==> src/rtl/memory_stage.sv <==
// Memory pipeline stage: holds one instruction from execute, checks load/store alignment,
// issues the byte-strobed request on the data bus and hands the instruction to writeback.
module memory_stage #(
    parameter int CTRL_W = 16
) (
    input  logic              clk,
    input  logic              resetn,
    input  logic              flush_i,
    input  logic              valid_i,
    output logic              ready_o,
    input  logic [31:0]       pc_i,
    input  logic [31:0]       inst_i,
    input  logic [CTRL_W-1:0] ctrl_i,
    input  logic              mem_rd_i,
    input  logic              mem_wr_i,
    input  logic [1:0]        mem_size_i,
    input  logic [1:0]        mem_lr_i,
    input  logic [31:0]       eaddr_i,
    input  logic [31:0]       rdata2_i,
    input  logic [31:0]       result_i,
    input  logic [4:0]        waddr_i,
    output logic              data_req,
    output logic              data_wr,
    output logic [1:0]        data_size,
    output logic [31:0]       data_addr,
    output logic [3:0]        data_wstrb,
    output logic [31:0]       data_wdata,
    input  logic              data_addr_ok,
    input  logic              ready_i,
    output logic              valid_o,
    output logic [31:0]       pc_o,
    output logic [31:0]       inst_o,
    output logic [CTRL_W-1:0] ctrl_o,
    output logic [31:0]       eaddr_o,
    output logic [31:0]       rdata2_o,
    output logic [31:0]       result_o,
    output logic [4:0]        waddr_o,
    output logic              adel_o,
    output logic              ades_o,
    output logic [31:0]       perfcnt_addr_waitack,
    output logic [1:0]        state_o
);

    typedef enum logic [1:0] {
        S_EMPTY = 2'd0,
        S_REQ   = 2'd1,
        S_PASS  = 2'd2
    } state_t;

    state_t            state_q, state_d;
    logic [31:0]       pc_q, inst_q, eaddr_q, rdata2_q, result_q, perf_q;
    logic [CTRL_W-1:0] ctrl_q;
    logic [4:0]        waddr_q;
    logic              rd_q, wr_q, adel_q, ades_q;
    logic [1:0]        size_q, lr_q;

    logic              in_mem, in_fault, accept;
    logic [1:0]        lane;
    logic [4:0]        swl_shamt, swr_shamt;

    assign in_mem = mem_rd_i | mem_wr_i;

    // LWL/LWR/SWL/SWR address whole words, so they never fault.
    always_comb begin
        in_fault = 1'b0;
        if (in_mem && mem_lr_i == 2'b00) begin
            case (mem_size_i)
                2'd2:    in_fault = |eaddr_i[1:0];
                2'd1:    in_fault = eaddr_i[0];
                default: in_fault = 1'b0;
            endcase
        end
    end

    // Requests are only raised while WB is free, which keeps one transaction in flight.
    assign data_req = (state_q == S_REQ) && ready_i && !flush_i;
    assign valid_o  = !flush_i && ((state_q == S_PASS) || (data_req && data_addr_ok));
    assign ready_o  = (state_q == S_EMPTY) || (valid_o && ready_i);
    assign accept   = valid_i && ready_o && !flush_i;

    always_comb begin
        state_d = state_q;
        if (flush_i) begin
            state_d = S_EMPTY;
        end else if (ready_o) begin
            if (valid_i) state_d = (in_mem && !in_fault) ? S_REQ : S_PASS;
            else         state_d = S_EMPTY;
        end
    end

    assign lane      = eaddr_q[1:0];
    assign swl_shamt = {2'd3 - lane, 3'b000};
    assign swr_shamt = {lane, 3'b000};

    always_comb begin
        data_addr  = eaddr_q;
        data_size  = size_q;
        data_wstrb = 4'b0000;
        data_wdata = rdata2_q;
        if (lr_q != 2'b00) begin
            data_addr = {eaddr_q[31:2], 2'b00};
            data_size = 2'd2;
        end
        if (wr_q) begin
            case (lr_q)
                2'b01: begin
                    data_wstrb = 4'b1111 >> (2'd3 - lane);
                    data_wdata = rdata2_q >> swl_shamt;
                end
                2'b10: begin
                    data_wstrb = 4'b1111 << lane;
                    data_wdata = rdata2_q << swr_shamt;
                end
                default: begin
                    case (size_q)
                        2'd0: begin
                            data_wstrb = 4'b0001 << lane;
                            data_wdata = {4{rdata2_q[7:0]}};
                        end
                        2'd1: begin
                            data_wstrb = 4'b0011 << lane;
                            data_wdata = {2{rdata2_q[15:0]}};
                        end
                        default: begin
                            data_wstrb = 4'b1111;
                            data_wdata = rdata2_q;
                        end
                    endcase
                end
            endcase
        end
    end

    always_ff @(posedge clk) begin
        if (!resetn) begin
            state_q  <= S_EMPTY;
            pc_q     <= '0;
            inst_q   <= '0;
            ctrl_q   <= '0;
            eaddr_q  <= '0;
            rdata2_q <= '0;
            result_q <= '0;
            waddr_q  <= '0;
            rd_q     <= 1'b0;
            wr_q     <= 1'b0;
            size_q   <= '0;
            lr_q     <= '0;
            adel_q   <= 1'b0;
            ades_q   <= 1'b0;
            perf_q   <= '0;
        end else begin
            state_q <= state_d;
            if (accept) begin
                pc_q     <= pc_i;
                inst_q   <= inst_i;
                ctrl_q   <= ctrl_i;
                eaddr_q  <= eaddr_i;
                rdata2_q <= rdata2_i;
                result_q <= result_i;
                waddr_q  <= waddr_i;
                rd_q     <= mem_rd_i;
                wr_q     <= mem_wr_i;
                size_q   <= mem_size_i;
                lr_q     <= mem_lr_i;
                adel_q   <= in_fault & mem_rd_i;
                ades_q   <= in_fault & mem_wr_i;
            end
            if (data_req && !data_addr_ok) perf_q <= perf_q + 32'd1;
        end
    end

    assign data_wr              = wr_q;
    assign pc_o                 = pc_q;
    assign inst_o               = inst_q;
    assign ctrl_o               = ctrl_q;
    assign eaddr_o              = eaddr_q;
    assign rdata2_o             = rdata2_q;
    assign result_o             = result_q;
    assign waddr_o              = waddr_q;
    assign adel_o               = adel_q;
    assign ades_o               = ades_q;
    assign perfcnt_addr_waitack = perf_q;
    assign state_o              = state_q;

endmodule

==> config.mk <==
export PLATFORM = sky130hd
export DESIGN_NAME = memory_stage
export DESIGN_NICKNAME = d
export VERILOG_FILES = /design/src/rtl/memory_stage.sv
export SDC_FILE = /design/constraint.sdc
export NUM_CORES = 1
export LEC_CHECK = 0
export ABC_AREA = 1
export CORE_AREA = 2 2 190 192
export DETAILED_ROUTE_END_ITERATION = 8
export DIE_AREA = 0 0 192 194
export RECOVER_POWER = 100
export SLEW_MARGIN = 20
export SYNTH_ARGS = -nofsm -noshare
export SYNTH_HDL_FRONTEND = slang
export SYNTH_SLANG_ARGS = --single-unit
==> constraint.sdc <==
create_clock -name clk -period 3.48 [get_ports clk]
set_input_delay 0.696 -clock clk [delete_from_list [all_inputs] [get_ports clk]]
set_output_delay 0.696 -clock clk [all_outputs]
set_load 0.01 [all_outputs]
### Word-level counts from Yosys, hierarchy flattened

Index checks and enable logic that the tools add are counted.

* flip-flop bits (word level): 222
* bits in latches: 0
* bits in writable memories: 0
* ROM bits: 0
* bits of input ports: 193
* output and inout port bits: 291
* word-level logic and storage cells: 66
* memories: 0

* add/subtract/negate cells: 2
* $mul: 0
* div/mod/pow operators: 0
* magnitude comparators: 0
* equal/unequal tests: 7
* shift-type cells: 6
* muxes and demuxes: 12
* bitwise operators: 4
* reduce and logical (&&, ||, !) cells: 21

Operators by type and width (number)
* 32-bit one-hot mux with 2 select lines: 2
* 32-bit by 1-bit adder with 32-bit output (second input constant): 1
* 32-bit 2-to-1 mux: 1
* 32-bit by 5-bit left shift with 32-bit output: 1
* 32-bit by 5-bit >> shifter with 32-bit output: 1
* 4-bit one-hot mux with 2 select lines: 2
* 1-bit logical AND: 10
* 2-bit by 1-bit == test with 1-bit output (second input constant): 4
* 2-bit 2-to-1 mux: 4
* 2-bit == test (second input constant): 3
* 2-bit zero test: 3
* 4-bit 2-to-1 mux: 1
* 2-bit OR reduction: 2
* 1-bit by 2-bit left shift with 4-bit output (first input constant): 1
* 2-bit by 2-bit left shift with 4-bit output (first input constant): 1
* 4-bit by 2-bit left shift with 4-bit output (first input constant): 1
* 4-bit by 2-bit >> shifter with 4-bit output (first input constant): 1
* 1-bit zero test: 3
* 1-bit bitwise AND: 2
* 1-bit logical OR: 2
* 1-bit one-hot mux with 2 select lines: 1
* 2-bit nonzero test: 1
* 2-bit subtractor (first input constant): 1
* 1-bit 2-to-1 mux: 1
* other kinds (2): 2

### Logic depth before layout (Yosys ltp)

* depth in word-level cells: 10
* mapped depth: 12
* depth with buffers taken out: 11

### Worst setup path before layout

Ideal clock, no wire load.

* kind: reg2out
* from: register lr_q[0]
* to: output data_wdata[26]
* arrival time: 1.609 ns
* data required time: 2.784 ns
* setup slack: 1.175 ns
* cell stages (with the launch flop): 10
* buffers on the path: 1
* cell sequence: dfxtp_1 inv_1 ha_1 nand2_1 inv_1 buf_2 a31oi_1 o221ai_1 nand2_1 o21ai_0

* word-level cells in the longest chain between the ends: 3
* elaborated cells between the ends (all ways): 4
* those cells by class: eq/ne: 2; mux: 2

Ends and longest elaborated chain
* from (decl): RTL line 55 `logic [1:0] size_q, lr_q;`
* from (signal assigned): RTL line 164 `lr_q <= mem_lr_i;`
* 2-bit == test or 2-bit by 1-bit == test with 1-bit output (tied branches): RTL line 105 `case (lr_q)`
* 32-bit one-hot mux with 2 select lines *: RTL line 105
* 32-bit 2-to-1 mux *: RTL line 104 `if (wr_q) begin`
* to (decl): RTL line 27 `output logic [31:0] data_wdata,`

Every way passes the cells marked *; elsewhere a longest branch is shown, timed or not.

### Worst setup path in the final report

* from: register lr_q[1]
* to: output data_wdata[27]

Same word-level chain as after synthesis.

==> flow_metrics.tcl <==
set metrics [dict create \
    worst_clock_skew_ns 0.0151 \
    numCtsBuffers 28 \
    finalCritPeriodShare 0.995 \
    drtPass1Iterations 6 \
    track_usage 0.225 \
    hold_viol_final 0 \
    worst_pin_slew_ns 0.971 \
    p_seq_frac 0.386 \
    ys_seq_elements 222 \
    antenna_left 0 \
    syn-mean-instance-area_um2 6.12 \
    num_vias 12700 \
    clkSinkCount 222 \
    synth_flop_cell "dfxtp_1" \
    coreArea_um2 35200 \
    die_area_um2 37200 \
    critical_path.cell_chain "inv_1, ha_1, buf_4, inv_1, buf_4, a21oi_1, o21ai_0, nand2_1, o21ai_0, clkdlybuf4s50_1" \
    critPathCaptureType "primary output" \
    ir_drop_uv 383 \
    synth_area_leaders "dfxtp_1, nand2_1, nor2_1, inv_1, o21ai_0" \
    grt_overflow 0 \
    worstPathArrival_ns 2.76 \
    cts_tree "yes" \
    post-route-drc-count 0 \
    p_int_mw 5.18 \
    final_net_count 2500 \
    ys_types 36 \
    outcome "complete, no violations" \
    crit_type "reg -> out" \
    worst_hold_slack_ns 0.499 \
    row_count 69 \
    fillCellCount 3602 \
    slew_viol_final 0 \
    synth_warnings 0 \
    dp_hpwl_mm 32.6 \
    ys_seq_area_frac 0.389 \
    antenna_found_initial 2 \
    ctsLongestPathBuffers 3 \
    yosysTopAreaCell "dfxtp_1" \
    max_freq_mhz 289 \
    die_h_um 194 \
    cap_violations 0 \
    portBuffers 483 \
    stdcell_count 2787 \
    first_iter_violations 829 \
    synth_nets 2067 \
    synth_top_area_share 0.389 \
    boundaryPins 484 \
    combPwrFrac 0.219 \
    power_leakage_nw 8.70 \
    async_flop_share 0 \
    netlist_area_um2 11400 \
    setup_tns_ns 0 \
    grt_max_degree 205 \
    syn_inst 1868 \
    required_ns 2.78 \
    dp.cells 2728 \
    maxSlewHeadroom 0.353 \
    ctsRootBufferMaster "clkbuf_16" \
    switching_share 0.290 \
    p_sw_mw 2.12 \
    total_power_mw 7.30 \
    crit_path_max_fanout 9 \
    start_kind "register" \
    clk_latency_ns 0.54 \
    htreeDepth 1 \
    grt_pass1_wl_mm 66.5 \
    clk_transition_reported_paths_ns 0.06 \
    critical-path-slowest-cell "clkdlybuf4s50_1" \
    place_congestion 0.964 \
    syn_to_final_growth_pct 52.4 \
    layout-drive-gt1-share 0.0405 \
    grt_pass1_vias 12100 \
    fin_crit_ns 3.46 \
    fp.dieW_um 192 \
    initial_core_util 0.324 \
    via_per_inst 4.56 \
    rsz0062_at_grt "true" \
    max_stage_delay_ns 0.50 \
    wl_mm 43.6 \
    synth-edff-count 0 \
    powerDensity_nw_per_um2 419 \
    hold_path_class "reg -> reg" \
    clockPowerShare 0.395 \
    setup_viol 0 \
    wl_per_cell_um 15.6 \
]
-- kinds of logic after synthesis --
logic type | share of synthesized area
AO/OA/AOI/OAI | 0.0941
AND/OR/NAND/NOR | 0.365
adder cells (fa/ha/maj) | 0.00657
buffers and inverters | 0.144
XOR/XNOR | 0.00153
flip-flops | 0.389
-- worst paths after layout --
path	startpoint	slack [ns]	cells after the start	end
setup / recovery	lr_q[1]	0.02	10	data_wdata[27]
hold / removal	perfcnt_addr_waitack[6]	0.50	1	perfcnt_addr_waitack[6]
setup reg to reg	state_o[0]	0.62	12	inst_o[24]
hold reg to reg	perfcnt_addr_waitack[6]	0.50	1	perfcnt_addr_waitack[6]
-- cell type report --
cell class | count | area (um2) | share of cell area
clock inverters | 9 | 61.3 | 0.00352
multi-input cells | 1284 | 5390 | 0.309
flip-flops and latches | 222 | 4450 | 0.255
well taps | 461 | 577 | 0.0331
inverters | 245 | 923 | 0.0530
diodes | 3 | 7.51 | 0.000431
repair buffers | 520 | 5150 | 0.296
clock buffers | 43 | 868 | 0.0498
-- critical path, delay by kind of cell, from the launching register on --
family	cells	cell delay [ns]
simple gates	1	0.10
flops	1	0.37
buf+inv	5	1.03
compound gates	3	0.36
fa+ha+maj	1	0.35
-- synth_stat cells (7+ instances only) --
master,count
o21ai_0,85
nor3_1,11
nand2_1,580
a21oi_1,66
buf_2,24
dfxtp_1,222
nand4_1,10
o22ai_1,9
nand3b_1,7
nand3_1,14
inv_1,242
nor2_1,451
buf_4,30
o211ai_1,12
o221ai_1,7
a31oi_1,8
buf_6,19
clkbuf_1,44
-- state kept, by name, indices dropped and copies added, names as in the netlist --
name and flops:
result_o 32, size_q 2, rdata2_o 32, ades_o 1, eaddr_o 32, ctrl_o 16
lr_q 2, perfcnt_addr_waitack 32, pc_o 32, inst_o 32, adel_o 1, state_o 2
data_wr 1, waddr_o 5
-- per-layer routing --
metal | global-route usage | routed length, um | up-vias
met2 | 0.397 | 20900 | 471
met4 | 0.0755 | 1420 | 0
met5 | 0 | 0 | -
met3 | 0.0628 | 3970 | 87
li1 | - | - | 6485
met1 | 0.261 | 17300 | 5661
-- metrics by stage --
| step | setup slack (ns) | utilization | cell area, um2 |
|---|---|---|---|
| 3_5_place_dp | 0.423 | 0.469 | 16500 |
| 3_3_place_gp | 0.318 | 0.469 | 16500 |
| 4_1_cts | -0.0252 | 0.496 | 17500 |
| 5_1_grt | -0.0923 | 0.495 | 17400 |
| 2_1_floorplan | 1.17 | - | 11400 |
| 6_report | 0.0190 | 0.495 | 17400 |
-- repair_timing --
| action | 4_1_cts | 5_1_grt |
|---|---|---|
| buffers inserted | 0 | 4 |
| resized for setup | 11 | 24 |
| setup endpoints to repair | 21 | 22 |
| hold buffers | 0 | 0 |
-- cells in the final DEF (no fill, tap or decap), types with 2 or more instances in the layout --
| cell type | Yosys | routed |
|---|---|---|
| o21ai_0 | 85 | 80 |
| o22ai_1 | 9 | 9 |
| nand3b_1 | 7 | 7 |
| nand4_1 | 10 | 10 |
| nand2_2 | 1 | 3 |
| a31oi_2 | 0 | 2 |
| inv_2 | 1 | 2 |
| a211oi_1 | 2 | 2 |
| a31oi_1 | 8 | 6 |
| dlygate4sd3_1 | 0 | 255 |
| clkinvlp_4 | 0 | 2 |
| buf_12 | 0 | 3 |
| o21ai_1 | 0 | 5 |
| clkbuf_4 | 0 | 3 |
| dlymetal6s2s_1 | 0 | 10 |
| buf_6 | 19 | 4 |
| nand2_1 | 580 | 577 |
| dlygate4sd2_1 | 0 | 2 |
| o211ai_1 | 12 | 12 |
| clkinv_1 | 2 | 2 |
| o221ai_1 | 7 | 6 |
| a21oi_1 | 66 | 65 |
| buf_4 | 30 | 18 |
| nor2_1 | 451 | 451 |
| clkbuf_1 | 44 | 14 |
| clkdlybuf4s50_1 | 0 | 215 |
| ha_1 | 6 | 4 |
| dfxtp_1 | 222 | 221 |
| nor3_1 | 11 | 11 |
| nand3_1 | 14 | 16 |
| clkbuf_8 | 0 | 9 |
| clkbuf_16 | 0 | 29 |
| clkinv_2 | 0 | 5 |
| inv_1 | 242 | 240 |
| diode_2 | 0 | 3 |
-- power groups by stage --
| stage | Combinational, mW | Clock (mW) | Sequential (mW) |
|---|---|---|---|
| after floorplan | 0.715 | 0 | 2.93 |
| after global placement | 1.67 | 0 | 2.87 |
| after detailed placement | 1.68 | 0 | 2.88 |
| after CTS | 1.69 | 2.98 | 2.82 |
| after global routing | 1.76 | 3.08 | 2.84 |
| final | 1.60 | 2.88 | 2.82 |
Note: power is estimated with default switching activity, not from simulation.
